$ cat src/rtl/prbs_checker_history_reg.sv
// History shift register with selectable load (received bit or predicted bit) and the tap XOR
// that predicts the next bit. Optional dead-line flag under PRBS_CHK_ZERO_GUARD_EN.
module prbs_checker_history_reg #(
    parameter int WIDTH = 4,
    parameter int TAP   = 1
) (
    input  logic clk,
    input  logic rst,
    input  logic en,
    input  logic sel_expected,
    input  logic bit_in,
    output logic expected,
    output logic dead
);

    logic [WIDTH-1:0] hist;
    logic             load_bit;

    assign expected = hist[TAP] ^ hist[0];
    assign load_bit = sel_expected ? expected : bit_in;

    // Newest bit enters at the top, oldest sits in bit 0.
    always_ff @(posedge clk) begin
        if (rst) begin
            hist <= '0;
        end else if (en) begin
            hist <= {load_bit, hist[WIDTH-1:1]};
        end
    end

`ifdef PRBS_CHK_ZERO_GUARD_EN
    assign dead = (hist == '0);
`else
    assign dead = 1'b0;
`endif

endmodule

$ cat config.mk
export PLATFORM = sky130hd
export DESIGN_NAME = prbs_checker_history_reg
export DESIGN_NICKNAME = d
export VERILOG_FILES = /design/src/rtl/prbs_checker_history_reg.sv
export SDC_FILE = /design/constraint.sdc
export NUM_CORES = 1
export LEC_CHECK = 0
export ABC_AREA = 1
export ABC_CLOCK_PERIOD_IN_PS = 1430
export BUFFER_PORTS_ARGS = -buffer_cell sky130_fd_sc_hd__buf_2
export CORE_AREA = 2 2 39 41
export DETAILED_ROUTE_END_ITERATION = 10
export DIE_AREA = 0 0 41 43
export HOLD_SLACK_MARGIN = 0.06
export PLACE_DENSITY_LB_ADDON = 0.25
export SLEW_MARGIN = 20
export SYNTH_ARGS = -nofsm -noshare
export SYNTH_HDL_FRONTEND = slang
export SYNTH_SLANG_ARGS = --single-unit
$ cat constraint.sdc
create_clock -name clk -period 1.43 [get_ports clk]
set_input_delay 0.2145 -clock clk [delete_from_list [all_inputs] [get_ports clk]]
set_output_delay 0.2145 -clock clk [all_outputs]
set_load 0.01 [all_outputs]
==> results of run 1 <==
## metrics by stage
stage	hold WS, ns	instance area, µm²
after floorplan	0.3039	181.4
after global placement	0.4631	219.0
after detailed placement	0.4624	219.0
after CTS	0.2088	241.5
after global routing	0.2315	241.5
final	0.2126	241.5
## cell type report
class	instances	area, µm²	area share
Tap cell	16	20.02	0.08290
Inverter	5	18.77	0.07772
Multi-Input combinational cell	15	75.07	0.3109
Timing Repair Buffer	5	25.02	0.1036
Clock buffer	3	22.52	0.09326
Sequential cell	4	80.08	0.3316
## worst paths after layout
| path | to | slack, ns | startpoint |
|---|---|---|---|
| min reg2reg | hist[0] | 0.47 | hist[1] |
| max | expected | 0.27 | hist[0] |
| min | hist[0] | 0.21 | en |
| max reg2reg | hist[3] | 0.72 | hist[0] |
## power by group
group          internal, µW  switching (µW)
clock                  93.9            46.5
combinational          15.2            19.3
sequential              120            3.82
## cell usage in the layout, fill, tap and decap left out
cell type                  synthesis  final
sky130_fd_sc_hd__dfxtp_1           4      4
sky130_fd_sc_hd__inv_2             2      2
sky130_fd_sc_hd__o21ai_0           3      3
sky130_fd_sc_hd__inv_1             3      3
sky130_fd_sc_hd__a21oi_2           1      1
sky130_fd_sc_hd__o21ai_1           1      1
sky130_fd_sc_hd__nand3_1           1      1
sky130_fd_sc_hd__and2_2            1      1
sky130_fd_sc_hd__conb_1            1      1
sky130_fd_sc_hd__a21oi_1           3      3
sky130_fd_sc_hd__buf_2             0      5
sky130_fd_sc_hd__clkbuf_4          0      3
sky130_fd_sc_hd__nand2_1           2      2
sky130_fd_sc_hd__nor2_1            2      2
## metal layers
| metal | vias up | share of wire |
|---|---|---|
| li1 | 93 | - |
| met1 | 63 | 0.56 |
| met2 | 9 | 0.32 |
| met3 | 0 | 0.11 |
| met4 | 0 | 0 |
| met5 | - | 0 |
## critical path, delay by kind of cell (launching register included)
family                 cells  cell delay (ns)
buffers and inverters      1             0.13
DFF                        1             0.33
and+or+nand+nor            2             0.25
## cells by family (layout without fill, tap and decap cells)
group / after synthesis / after routing / synth area share
compound gates: 8 / 8 / 0.2413
buf+inv: 6 / 13 / 0.1449
flops: 4 / 4 / 0.4414
other cells: 1 / 1 / 0.02067
simple gates: 6 / 6 / 0.1517
==> load_flow_metrics.sql, run 1 <==
INSERT INTO impl_metrics (metric_group, metric, value, unit) VALUES
('floorplanning', 'die_width', '41', 'µm'),
('drt', 'vias', '165', ''),
('cts', 'cts-buffers-inserted', '3', ''),
('worst_setup_path', 'required_time_of_the_worst_setup_path', '1.22', 'ns'),
('drt', 'detail_route.first_pass.iterations', '2', ''),
('global_route', 'use_met2', '0.06563', ''),
('placement', 'numPortBuffers', '5', ''),
('logic_synthesis', 'synth_edf_count', '0', ''),
('logic_synthesis', 'ys.flop_type', 'sky130_fd_sc_hd__dfxtp_1', ''),
('final_layout', 'largest-register', 'hist', ''),
('floorplanning', 'design.portCount', '7', ''),
('worst_setup_path', 'cp-start-kind', 'flip-flop', ''),
('drt', 'drt-wirelength-per-cell', '7.313', 'µm'),
('final_layout', 'largest_register_ffs', '4', ''),
('final_layout', 'share_of_final_layout_standard_cells_stronger_than_drive_strength_1', '0.3750', ''),
('final_layout', 'syn_to_final_growth', '33.10', '%'),
('power', 'leakage', '0.0001150', 'µW'),
('worst_setup_path', 'worstRegToRegCells', '4', ''),
('final_layout', 'nNetsFinal', '39', ''),
('worst_setup_path', 'worst-path-max-fanout', '3', ''),
('cts', 'tritoncts', 'built', ''),
('timing', 'setup_viol_count_final', '0', ''),
('global_route', 'first_global_vias', '159', ''),
('timing', 'rsz_0062_raised_after_global_routing', 'no', ''),
('drt', 'detail-route-antenna-nets', '0', ''),
('cts', 'numClockSinks', '4', ''),
('floorplanning', 'placeableCoreArea', '1384', 'µm²'),
('timing', 'maximum_clock_rate', '0.8602', 'GHz'),
('status', 'status', 'completed', ''),
('cts', 'max-clock-path-buffers', '2', ''),
('timing', 'slew_viol_final', '0', ''),
('min_path', 'min_path_type', 'input pin to flip-flop', ''),
('global_route', 'grt.busiest_layer', 'met1', ''),
('global_route', 'grtUsageMet1', '0.07097', ''),
('logic_synthesis', 'synthDominantCellAreaShare', '0.4414', ''),
('final_layout', 'n_fill_cell', '162', ''),
('floorplanning', 'die-height', '43', 'µm'),
('cts', 'h-tree-depth', '1', ''),
('timing', 'timing.setup.tns', '0', 'ns'),
('cts', 'cts_setup_buffers', '0', ''),
('worst_setup_path', 'critPathKind', 'flip-flop to primary output', ''),
('final_layout', 'layoutNonFillerInstCount', '48', ''),
('global_route', 'globalRouteMet3Util', '0.06283', ''),
('placement', 'numPlacedInstances', '45', ''),
('global_route', 'grt_max_degree', '6', ''),
('final_layout', 'antenna_cells', '0', ''),
('power', 'vdd.ir_drop.worst', '0.0003826', 'V'),
('logic_synthesis', 'synth_sequential_area_ratio', '0.4414', ''),
('drt', 'drc_errors', '0', ''),
('drt', 'routed_wl', '351', 'µm'),
('placement', 'gp_congestion', '0.6347', ''),
('worst_setup_path', 'cp.arrival', '0.95', 'ns'),
('placement', 'place_ws', '0.5064', 'ns'),
('worst_setup_path', 'crit_path_cell_trace', 'nand2_1 -> and2_2 -> buf_2', ''),
('worst_setup_path', 'timing.critical_path.slowest_stage_cell', 'sky130_fd_sc_hd__dfxtp_1', ''),
('logic_synthesis', 'ys_types', '13', ''),
('job', 'max_cap_violations', '0', ''),
('floorplanning', 'rows', '14', ''),
('worst_setup_path', 'slowest_delay', '0.33', 'ns'),
('final_layout', 'layout_top_registers', 'hist x4', ''),
('cts', 'cts_hold_buf', '0', ''),
('power', 'report.power.total', '298.5', 'µW'),
('timing', 'fin_crit', '1.162', 'ns'),
('timing', 'final_worst_slack', '0.2675', 'ns'),
('global_route', 'global_route.usage.total', '0.05829', ''),
('logic_synthesis', 'ys_warn_count', '0', ''),
('drt', 'dr.first_iter.drc_count', '3', ''),
('drt', 'post_drt_via_cell_ratio', '3.438', ''),
('floorplanning', 'dieArea', '1763', 'µm²'),
('timing', 'clock-skew-final', '0.003779', 'ns'),
('power', 'pwr_density_cell', '1236', 'nW/µm²');
Note: power is estimated with default switching activity, not from simulation.
==> run 2, diff against run 1 <==
--- a/config.mk
+++ b/config.mk
@@ -5,8 +5,8 @@
 export SDC_FILE = /design/constraint.sdc
 export NUM_CORES = 1
 export LEC_CHECK = 0
-export ABC_AREA = 1
-export ABC_CLOCK_PERIOD_IN_PS = 1430
+export ABC_AREA = 0
+export ABC_CLOCK_PERIOD_IN_PS = 1000
 export BUFFER_PORTS_ARGS = -buffer_cell sky130_fd_sc_hd__buf_2
 export CORE_AREA = 2 2 39 41
 export DETAILED_ROUTE_END_ITERATION = 10
==> constraint.sdc (replaced) <==
create_clock -name clk -period 1 [get_ports clk]
set_input_delay 0.15 -clock clk [delete_from_list [all_inputs] [get_ports clk]]
set_output_delay 0.15 -clock clk [all_outputs]
set_load 0.01 [all_outputs]
==> run 2 against run 1 <==
The flow now finishes with violations (setup timing). Critical path depth down 1. Area after synthesis down 0.69%. Clock power up 46%. Critical endpoint unchanged. Largest cell class is now multi-input combinational cells.
==> load_flow_metrics.sql, run 2 <==
INSERT INTO impl_metrics (metric_group, metric, value, unit) VALUES
('cts', 'cts-buffers-inserted', '3', ''),
('placement', 'postPlaceCellArea', '212.7', 'µm²'),
('worst_setup_path', 'worstRegToRegCells', '2', ''),
('worst_setup_path', 'element_type_at_the_critical_path_end', 'primary output', ''),
('final_layout', 'nNetsFinal', '32', ''),
('floorplanning', 'placeableCoreArea', '1384', 'µm²'),
('final_layout', 'n_fill_cell', '155', ''),
('timing', 'rsz_0062_raised_after_global_routing', 'yes', ''),
('cts', 'tritoncts', 'built', ''),
('logic_synthesis', 'synth_sequential_area_ratio', '0.4444', ''),
('placement', 'numPortBuffers', '5', ''),
('timing', 'final_worst_slack', '-0.03371', 'ns'),
('min_path', 'min_path_type', 'input pin to flip-flop', ''),
('worst_setup_path', 'worst-path-max-fanout', '2', ''),
('global_route', 'global_route.usage.total', '0.04810', ''),
('drt', 'vias', '145', ''),
('logic_synthesis', 'post_synth_instance_area', '180.2', 'µm²'),
('global_route', 'grt_overflow_total', '0', ''),
('worst_setup_path', 'required_time_of_the_worst_setup_path', '0.85', 'ns'),
('power', 'report.power.total', '398.4', 'µW'),
('logic_synthesis', 'synth_most_common_cell', 'sky130_fd_sc_hd__dfxtp_1', ''),
('drt', 'detail-route-antenna-nets', '0', ''),
('cts', 'numClockSinks', '4', ''),
('final_layout', 'largest_register_ffs', '4', ''),
('worst_setup_path', 'cp-start-kind', 'flip-flop', ''),
('drt', 'dr.first_iter.drc_count', '4', ''),
('timing', 'maximum_clock_rate', '0.9674', 'GHz'),
('global_route', 'wire_length_of_the_first_global_routing_pass', '434', 'µm'),
('timing', 'fin_crit', '1.034', 'ns'),
('power', 'leakage', '0.0001171', 'µW'),
('logic_synthesis', 'postSynthAreaPerCell', '10.01', 'µm²'),
('worst_setup_path', 'crit_path_cell_trace', 'xor2_2 -> buf_2', ''),
('drt', 'routed_wl', '351', 'µm'),
('drt', 'post_drt_via_cell_ratio', '3.537', ''),
('drt', 'drc_errors', '0', ''),
('logic_synthesis', 'synthTopCellsByArea', 'sky130_fd_sc_hd__dfxtp_1, sky130_fd_sc_hd__mux2i_1, sky130_fd_sc_hd__nor2_1', ''),
('worst_setup_path', 'rr_startpoint', 'hist[1]', ''),
('status', 'status', 'complete, but fails checks', ''),
('timing', 'final_worst_path_period_share', '1.034', ''),
('final_layout', 'layout_top_registers', 'hist x4', ''),
('floorplanning', 'floorplan.initialDensity', '0.1302', ''),
('logic_synthesis', 'yosys-top-cells-count', 'sky130_fd_sc_hd__dfxtp_1, sky130_fd_sc_hd__mux2i_1, sky130_fd_sc_hd__nor2_1', ''),
('logic_synthesis', 'yosys_register_bits', '4', ''),
('logic_synthesis', 'ys_warn_count', '0', ''),
('final_layout', 'largest-register', 'hist', ''),
('final_layout', 'layout_commonest_cell', 'sky130_fd_sc_hd__buf_2', ''),
('min_path', 'whs_path_depth', '2', ''),
('cts', 'clkTransAtPathRegs', '0.04', 'ns'),
('final_layout', 'antenna_cells', '0', ''),
('logic_synthesis', 'syn-num-nets', '23', ''),
('logic_synthesis', 'synth_edf_count', '0', ''),
('timing', 'smallest_hold_slack', '0.1418', 'ns'),
('logic_synthesis', 'yosys.area.top_type', 'sky130_fd_sc_hd__dfxtp_1', ''),
('logic_synthesis', 'fraction_of_registers_with_async_set_reset', '0', ''),
('timing', 'slew_viol_final', '0', ''),
('logic_synthesis', 'ys.flop_type', 'sky130_fd_sc_hd__dfxtp_1', ''),
('worst_setup_path', 'worst_r2r_endpoint', 'hist[3]', ''),
('floorplanning', 'die-height', '43', 'µm'),
('timing', 'setup_viol_count_final', '1', ''),
('timing', 'clock-skew-final', '0.005288', 'ns'),
('worst_setup_path', 'critPathKind', 'flip-flop to primary output', ''),
('worst_setup_path', 'r2r_setup_slack', '0.09', 'ns'),
('floorplanning', 'design.portCount', '7', ''),
('final_layout', 'syn_to_final_growth', '40.28', '%'),
('cts', 'clock_latency', '0.24', 'ns'),
('drt', 'detail_route.first_pass.iterations', '4', ''),
('cts', 'max-clock-path-buffers', '2', ''),
('logic_synthesis', 'synthDominantCellAreaShare', '0.4444', ''),
('logic_synthesis', 'number_of_instances_in_the_synthesized_netlist', '18', ''),
('placement', 'numPlacedInstances', '37', ''),
('floorplanning', 'dieArea', '1763', 'µm²'),
('power', 'pwr_density_cell', '1576', 'nW/µm²'),
('cts', 'cts.root.buffer_cell', 'sky130_fd_sc_hd__clkbuf_4', ''),
('global_route', 'antenna_found_initial', '0', ''),
('global_route', 'grt_max_degree', '7', ''),
('final_layout', 'layoutNonFillerInstCount', '41', ''),
('job', 'max_cap_violations', '0', ''),
('worst_setup_path', 'timing.critical_path.to', 'expected', ''),
('timing', 'hold_viol_final', '0', ''),
('status', 'violations_in_the_final_reports', 'setup timing', ''),
('final_layout', 'commonest_cells_after_routing_fill_and_taps_aside', 'sky130_fd_sc_hd__buf_2, sky130_fd_sc_hd__mux2i_1, sky130_fd_sc_hd__nor2_1, sky130_fd_sc_hd__clkbuf_4', ''),
('worst_setup_path', 'startpoint', 'hist[0]', ''),
('placement', 'gp_congestion', '0.5128', ''),
('drt', 'drt-wirelength-per-cell', '8.561', 'µm'),
('logic_synthesis', 'ys_types', '11', ''),
('cts', 'h-tree-depth', '1', ''),
('worst_setup_path', 'timing.critical_path.slowest_stage_cell', 'sky130_fd_sc_hd__dfxtp_2', ''),
('global_route', 'first_global_vias', '106', ''),
('floorplanning', 'die_width', '41', 'µm'),
('worst_setup_path', 'cp.arrival', '0.88', 'ns'),
('power', 'vdd.ir_drop.worst', '0.0005576', 'V'),
('floorplanning', 'rows', '14', ''),
('final_layout', 'finish.instance_area', '252.7', 'µm²'),
('final_layout', 'share_of_final_layout_standard_cells_stronger_than_drive_strength_1', '0.4800', ''),
('worst_setup_path', 'slowest_delay', '0.34', 'ns');
run 2: area by class of cell:
cell class	count	area, µm²	share of cell area
clock buffers	3	22.52	0.08911
multi-input cells	12	95.09	0.3762
flip-flops and latches	4	82.58	0.3267
well taps	16	20.02	0.07921
repair buffers	6	32.53	0.1287
run 2: logic make-up after synthesis:
logic type,share of synthesized area
other cells,0.02081
simple gates,0.1945
buf+inv,0.06943
mux,0.1667
xor+xnor,0.04862
compound gates,0.05556
flops,0.4445
run 2: critical path: cells and delay by family, from the launching register on:
family,cells,cell delay (ns)
xor gates and xnor gates,1,0.15
buffers and inverters,1,0.15
DFF,1,0.34
run 2: what timing repair did:
item | 4_1_cts | 5_1_grt
setup endpoints to repair | 1 | 1
buffers inserted | 1 | 0
hold buffers | 0 | 0
cloned | 0 | 0
pin swaps | 1 | 1
gates resized for setup | 3 | 0
run 2: through the flow:
| step | utilization | setup TNS (ns) | setup WS, ns |
|---|---|---|---|
| final | 0.1826 | -0.03371 | -0.03371 |
| after CTS | 0.1826 | -0.05251 | -0.05251 |
| after global routing | 0.1826 | -0.09652 | -0.09652 |
| after detailed placement | 0.1537 | 0 | 0.07318 |
| after global placement | 0.1537 | 0 | 0.08583 |
| after floorplan | - | 0 | 0.06865 |
run 2: layer usage:
metal	up-vias	global-route usage	part of all wire	routed length [µm]
met5	-	0	0	0
met4	0	0.02000	0	0
met3	0	0.09424	0.22	78
met2	9	0.04063	0.34	119
met1	61	0.04473	0.44	154
li1	75	-	-	-
run 2: power breakdown:
part           switching, µW  internal, µW  total, µW
clock                   70.3           134        205
combinational           13.8          14.3       28.2
sequential              1.81           164        165
run 2: worst min path at each step:
stage          start  endpoint
2_1_floorplan    rst   hist[0]
3_3_place_gp     rst   hist[1]
3_5_place_dp     rst   hist[0]
4_1_cts          rst   hist[0]
5_1_grt          rst   hist[0]
6_report         rst   hist[0]
==> run 3, diff against run 2 <==
--- a/config.mk
+++ b/config.mk
@@ -6,7 +6,7 @@
 export NUM_CORES = 1
 export LEC_CHECK = 0
 export ABC_AREA = 0
-export ABC_CLOCK_PERIOD_IN_PS = 1000
+export ABC_CLOCK_PERIOD_IN_PS = 1200
 export BUFFER_PORTS_ARGS = -buffer_cell sky130_fd_sc_hd__buf_2
 export CORE_AREA = 2 2 39 41
 export DETAILED_ROUTE_END_ITERATION = 10
==> constraint.sdc (replaced) <==
create_clock -name clk -period 1.2 [get_ports clk]
set_input_delay 0.18 -clock clk [delete_from_list [all_inputs] [get_ports clk]]
set_output_delay 0.18 -clock clk [all_outputs]
set_load 0.01 [all_outputs]
==> run 3 against run 2 <==
The flow now finishes without violations. Cell count is 2.4% lower. Wire length is 2.8% lower. Count of clock-buffer cells in the layout stayed put. Worst setup slack better by 0.12 ns. Power is 19% lower. Global-route usage is 0.30 points higher. Register-to-register slack better by 0.21 ns. Clock skew is 0.0018 ns lower. Non-clock buffer count is 1 lower. Die area stayed put. Largest power group unchanged. Highest routed layer unchanged.
==> load_flow_metrics.sql, run 3 (same netlist as run 2, synthesis figures left out) <==
INSERT INTO impl_metrics (metric_group, metric, value, unit) VALUES
('floorplanning', 'die-height', '43', 'µm'),
('global_route', 'wire_length_of_the_first_global_routing_pass', '517', 'µm'),
('worst_setup_path', 'critPathKind', 'flip-flop to primary output', ''),
('floorplanning', 'dieArea', '1763', 'µm²'),
('timing', 'slew_viol_final', '0', ''),
('final_layout', 'syn_to_final_growth', '30.56', '%'),
('final_layout', 'commonest_cells_after_routing_fill_and_taps_aside', 'sky130_fd_sc_hd__buf_2, sky130_fd_sc_hd__dfxtp_1, sky130_fd_sc_hd__mux2i_1, sky130_fd_sc_hd__nor2_1, sky130_fd_sc_hd__clkbuf_4', ''),
('power', 'switching_share', '0.1948', ''),
('global_route', 'grt_max_degree', '7', ''),
('worst_setup_path', 'required_time_of_the_worst_setup_path', '1.02', 'ns'),
('worst_setup_path', 'cp-start-kind', 'flip-flop', ''),
('power', 'clockPowerShare', '0.501', ''),
('timing', 'timing.setup.tns', '0', 'ns'),
('drt', 'vias', '133', ''),
('cts', 'cts_hold_buf', '0', ''),
('timing', 'maximum_clock_rate', '0.8978', 'GHz'),
('timing', 'rsz_0062_raised_after_global_routing', 'no', ''),
('power', 'leakage', '0.0001111', 'µW'),
('status', 'status', 'completed', ''),
('floorplanning', 'placeableCoreArea', '1384', 'µm²'),
('final_layout', 'layout_top_registers', 'hist x4', ''),
('timing', 'fin_crit', '1.114', 'ns'),
('placement', 'gp_congestion', '0.4994', ''),
('cts', 'cts.root.buffer_cell', 'sky130_fd_sc_hd__clkbuf_4', ''),
('global_route', 'antenna_found_initial', '0', ''),
('power', 'vdd.ir_drop.worst', '0.0005883', 'V'),
('final_layout', 'nNetsFinal', '31', ''),
('worst_setup_path', 'r2r_setup_slack', '0.30', 'ns'),
('placement', 'numPortBuffers', '5', ''),
('cts', 'clkTransAtPathRegs', '0.04', 'ns'),
('final_layout', 'largest_register_ffs', '4', ''),
('floorplanning', 'design.portCount', '7', ''),
('worst_setup_path', 'rr_startpoint', 'hist[1]', ''),
('drt', 'routed_wl', '341', 'µm'),
('worst_setup_path', 'worst_r2r_endpoint', 'hist[3]', ''),
('final_layout', 'finish.instance_area', '235.2', 'µm²'),
('drt', 'drt-wirelength-per-cell', '8.525', 'µm'),
('timing', 'setup_viol_count_final', '0', ''),
('power', 'pwr-share-comb', '0.071', ''),
('cts', 'h-tree-depth', '1', ''),
('timing', 'final_worst_path_period_share', '0.9282', ''),
('drt', 'detail_route.first_pass.iterations', '1', ''),
('job', 'max_cap_violations', '0', ''),
('timing', 'hold_viol_final', '0', ''),
('final_layout', 'antenna_cells', '0', ''),
('worst_setup_path', 'cp.arrival', '0.93', 'ns'),
('global_route', 'first_global_vias', '130', ''),
('cts', 'clock_latency', '0.23', 'ns'),
('drt', 'drc_errors', '0', ''),
('power', 'power_switching', '62.74', 'µW'),
('worst_setup_path', 'timing.critical_path.to', 'expected', ''),
('cts', 'max-clock-path-buffers', '2', ''),
('cts', 'cts-buffers-inserted', '3', ''),
('global_route', 'global_route.usage.total', '0.05105', ''),
('min_path', 'min_path_type', 'input pin to flip-flop', ''),
('final_layout', 'share_of_final_layout_standard_cells_stronger_than_drive_strength_1', '0.3333', ''),
('min_path', 'hold_start', 'rst', ''),
('drt', 'dr.first_iter.drc_count', '0', ''),
('placement', 'postPlaceCellArea', '212.7', 'µm²'),
('power', 'pwr_density_cell', '1369', 'nW/µm²'),
('final_layout', 'layout_commonest_cell', 'sky130_fd_sc_hd__buf_2', ''),
('cts', 'cts_setup_buffers', '0', ''),
('cts', 'numClockSinks', '4', ''),
('floorplanning', 'rows', '14', ''),
('worst_setup_path', 'worstRegToRegCells', '2', ''),
('worst_setup_path', 'startpoint', 'hist[1]', ''),
('final_layout', 'n_fill_cell', '158', ''),
('drt', 'post_drt_via_cell_ratio', '3.325', ''),
('power', 'power.internal', '259.3', 'µW'),
('floorplanning', 'die_width', '41', 'µm'),
('cts', 'post_cts_resized', '0', ''),
('worst_setup_path', 'worst-path-max-fanout', '3', ''),
('final_layout', 'largest-register', 'hist', ''),
('cts', 'tritoncts', 'built', ''),
('power', 'power_frac_seq', '0.427', ''),
('drt', 'detail-route-antenna-nets', '0', ''),
('worst_setup_path', 'element_type_at_the_critical_path_end', 'primary output', ''),
('global_route', 'grt_overflow_total', '0', ''),
('floorplanning', 'floorplan.initialDensity', '0.1302', ''),
('timing', 'clock-skew-final', '0.003538', 'ns');
[run 3: cell count changes in the layout (fill, tap and decap cells not counted)]
cell	previous run	this run
sky130_fd_sc_hd__dfxtp_1	2	4
sky130_fd_sc_hd__xor2_2	1	0
sky130_fd_sc_hd__dfxtp_2	2	0
sky130_fd_sc_hd__xor2_1	0	1
sky130_fd_sc_hd__buf_4	1	0
[run 3: worst min path at each step]
stage,end,slack (ns),cells after the start
final,hist[2],0.20,2
after global routing,hist[2],0.20,2
after CTS,hist[2],0.19,2
after detailed placement,hist[2],0.44,2
after global placement,hist[2],0.43,2
after floorplan,hist[0],0.25,1
[run 3: per-layer routing]
metal | GRT usage | share of wire | vias up | routed length (µm)
met5 | 0 | 0 | - | 0
met4 | 0.02000 | 0 | 0 | 0
met3 | 0.07853 | 0.20 | 0 | 67
met2 | 0.05313 | 0.36 | 8 | 123
met1 | 0.05096 | 0.44 | 53 | 150
li1 | - | - | 72 | -
[run 3: power by group through the flow]
stage	clock, µW	sequential, µW	combinational [µW]
3_3_place_gp	0	140	22.2
6_report	161	138	23.0
2_1_floorplan	0	139	16.0
5_1_grt	185	138	25.7
3_5_place_dp	0	140	22.8
4_1_cts	172	138	23.2
[run 3: final cells by class]
cell class                      count  area, µm²  share of cell area
Timing Repair Buffer                5      25.02              0.1064
Sequential cell                     4      80.08              0.3404
Clock buffer                        3      22.52             0.09574
Tap cell                           16      20.02             0.08511
Multi-Input combinational cell     12      87.58              0.3723
[run 3: worst max-delay path, cell delays in order, from the launching register on]
cell                      delay [ns]
sky130_fd_sc_hd__dfxtp_1        0.35
sky130_fd_sc_hd__xor2_1         0.19
sky130_fd_sc_hd__buf_2          0.16
[run 3: through the flow]
| step | util | std cells | total power [µW] | setup slack (ns) | hold slack [ns] |
|---|---|---|---|---|---|
| after floorplan | - | 18 | 155.3 | 0.2687 | 0.2524 |
| after global placement | 0.1537 | 37 | 161.9 | 0.2950 | 0.4309 |
| after detailed placement | 0.1537 | 37 | 162.4 | 0.2883 | 0.4391 |
| after CTS | 0.1700 | 40 | 333.0 | 0.06968 | 0.1943 |
| after global routing | 0.1700 | 40 | 348.5 | 0.01865 | 0.2028 |
| final | 0.1700 | 40 | 322.0 | 0.08618 | 0.2010 |
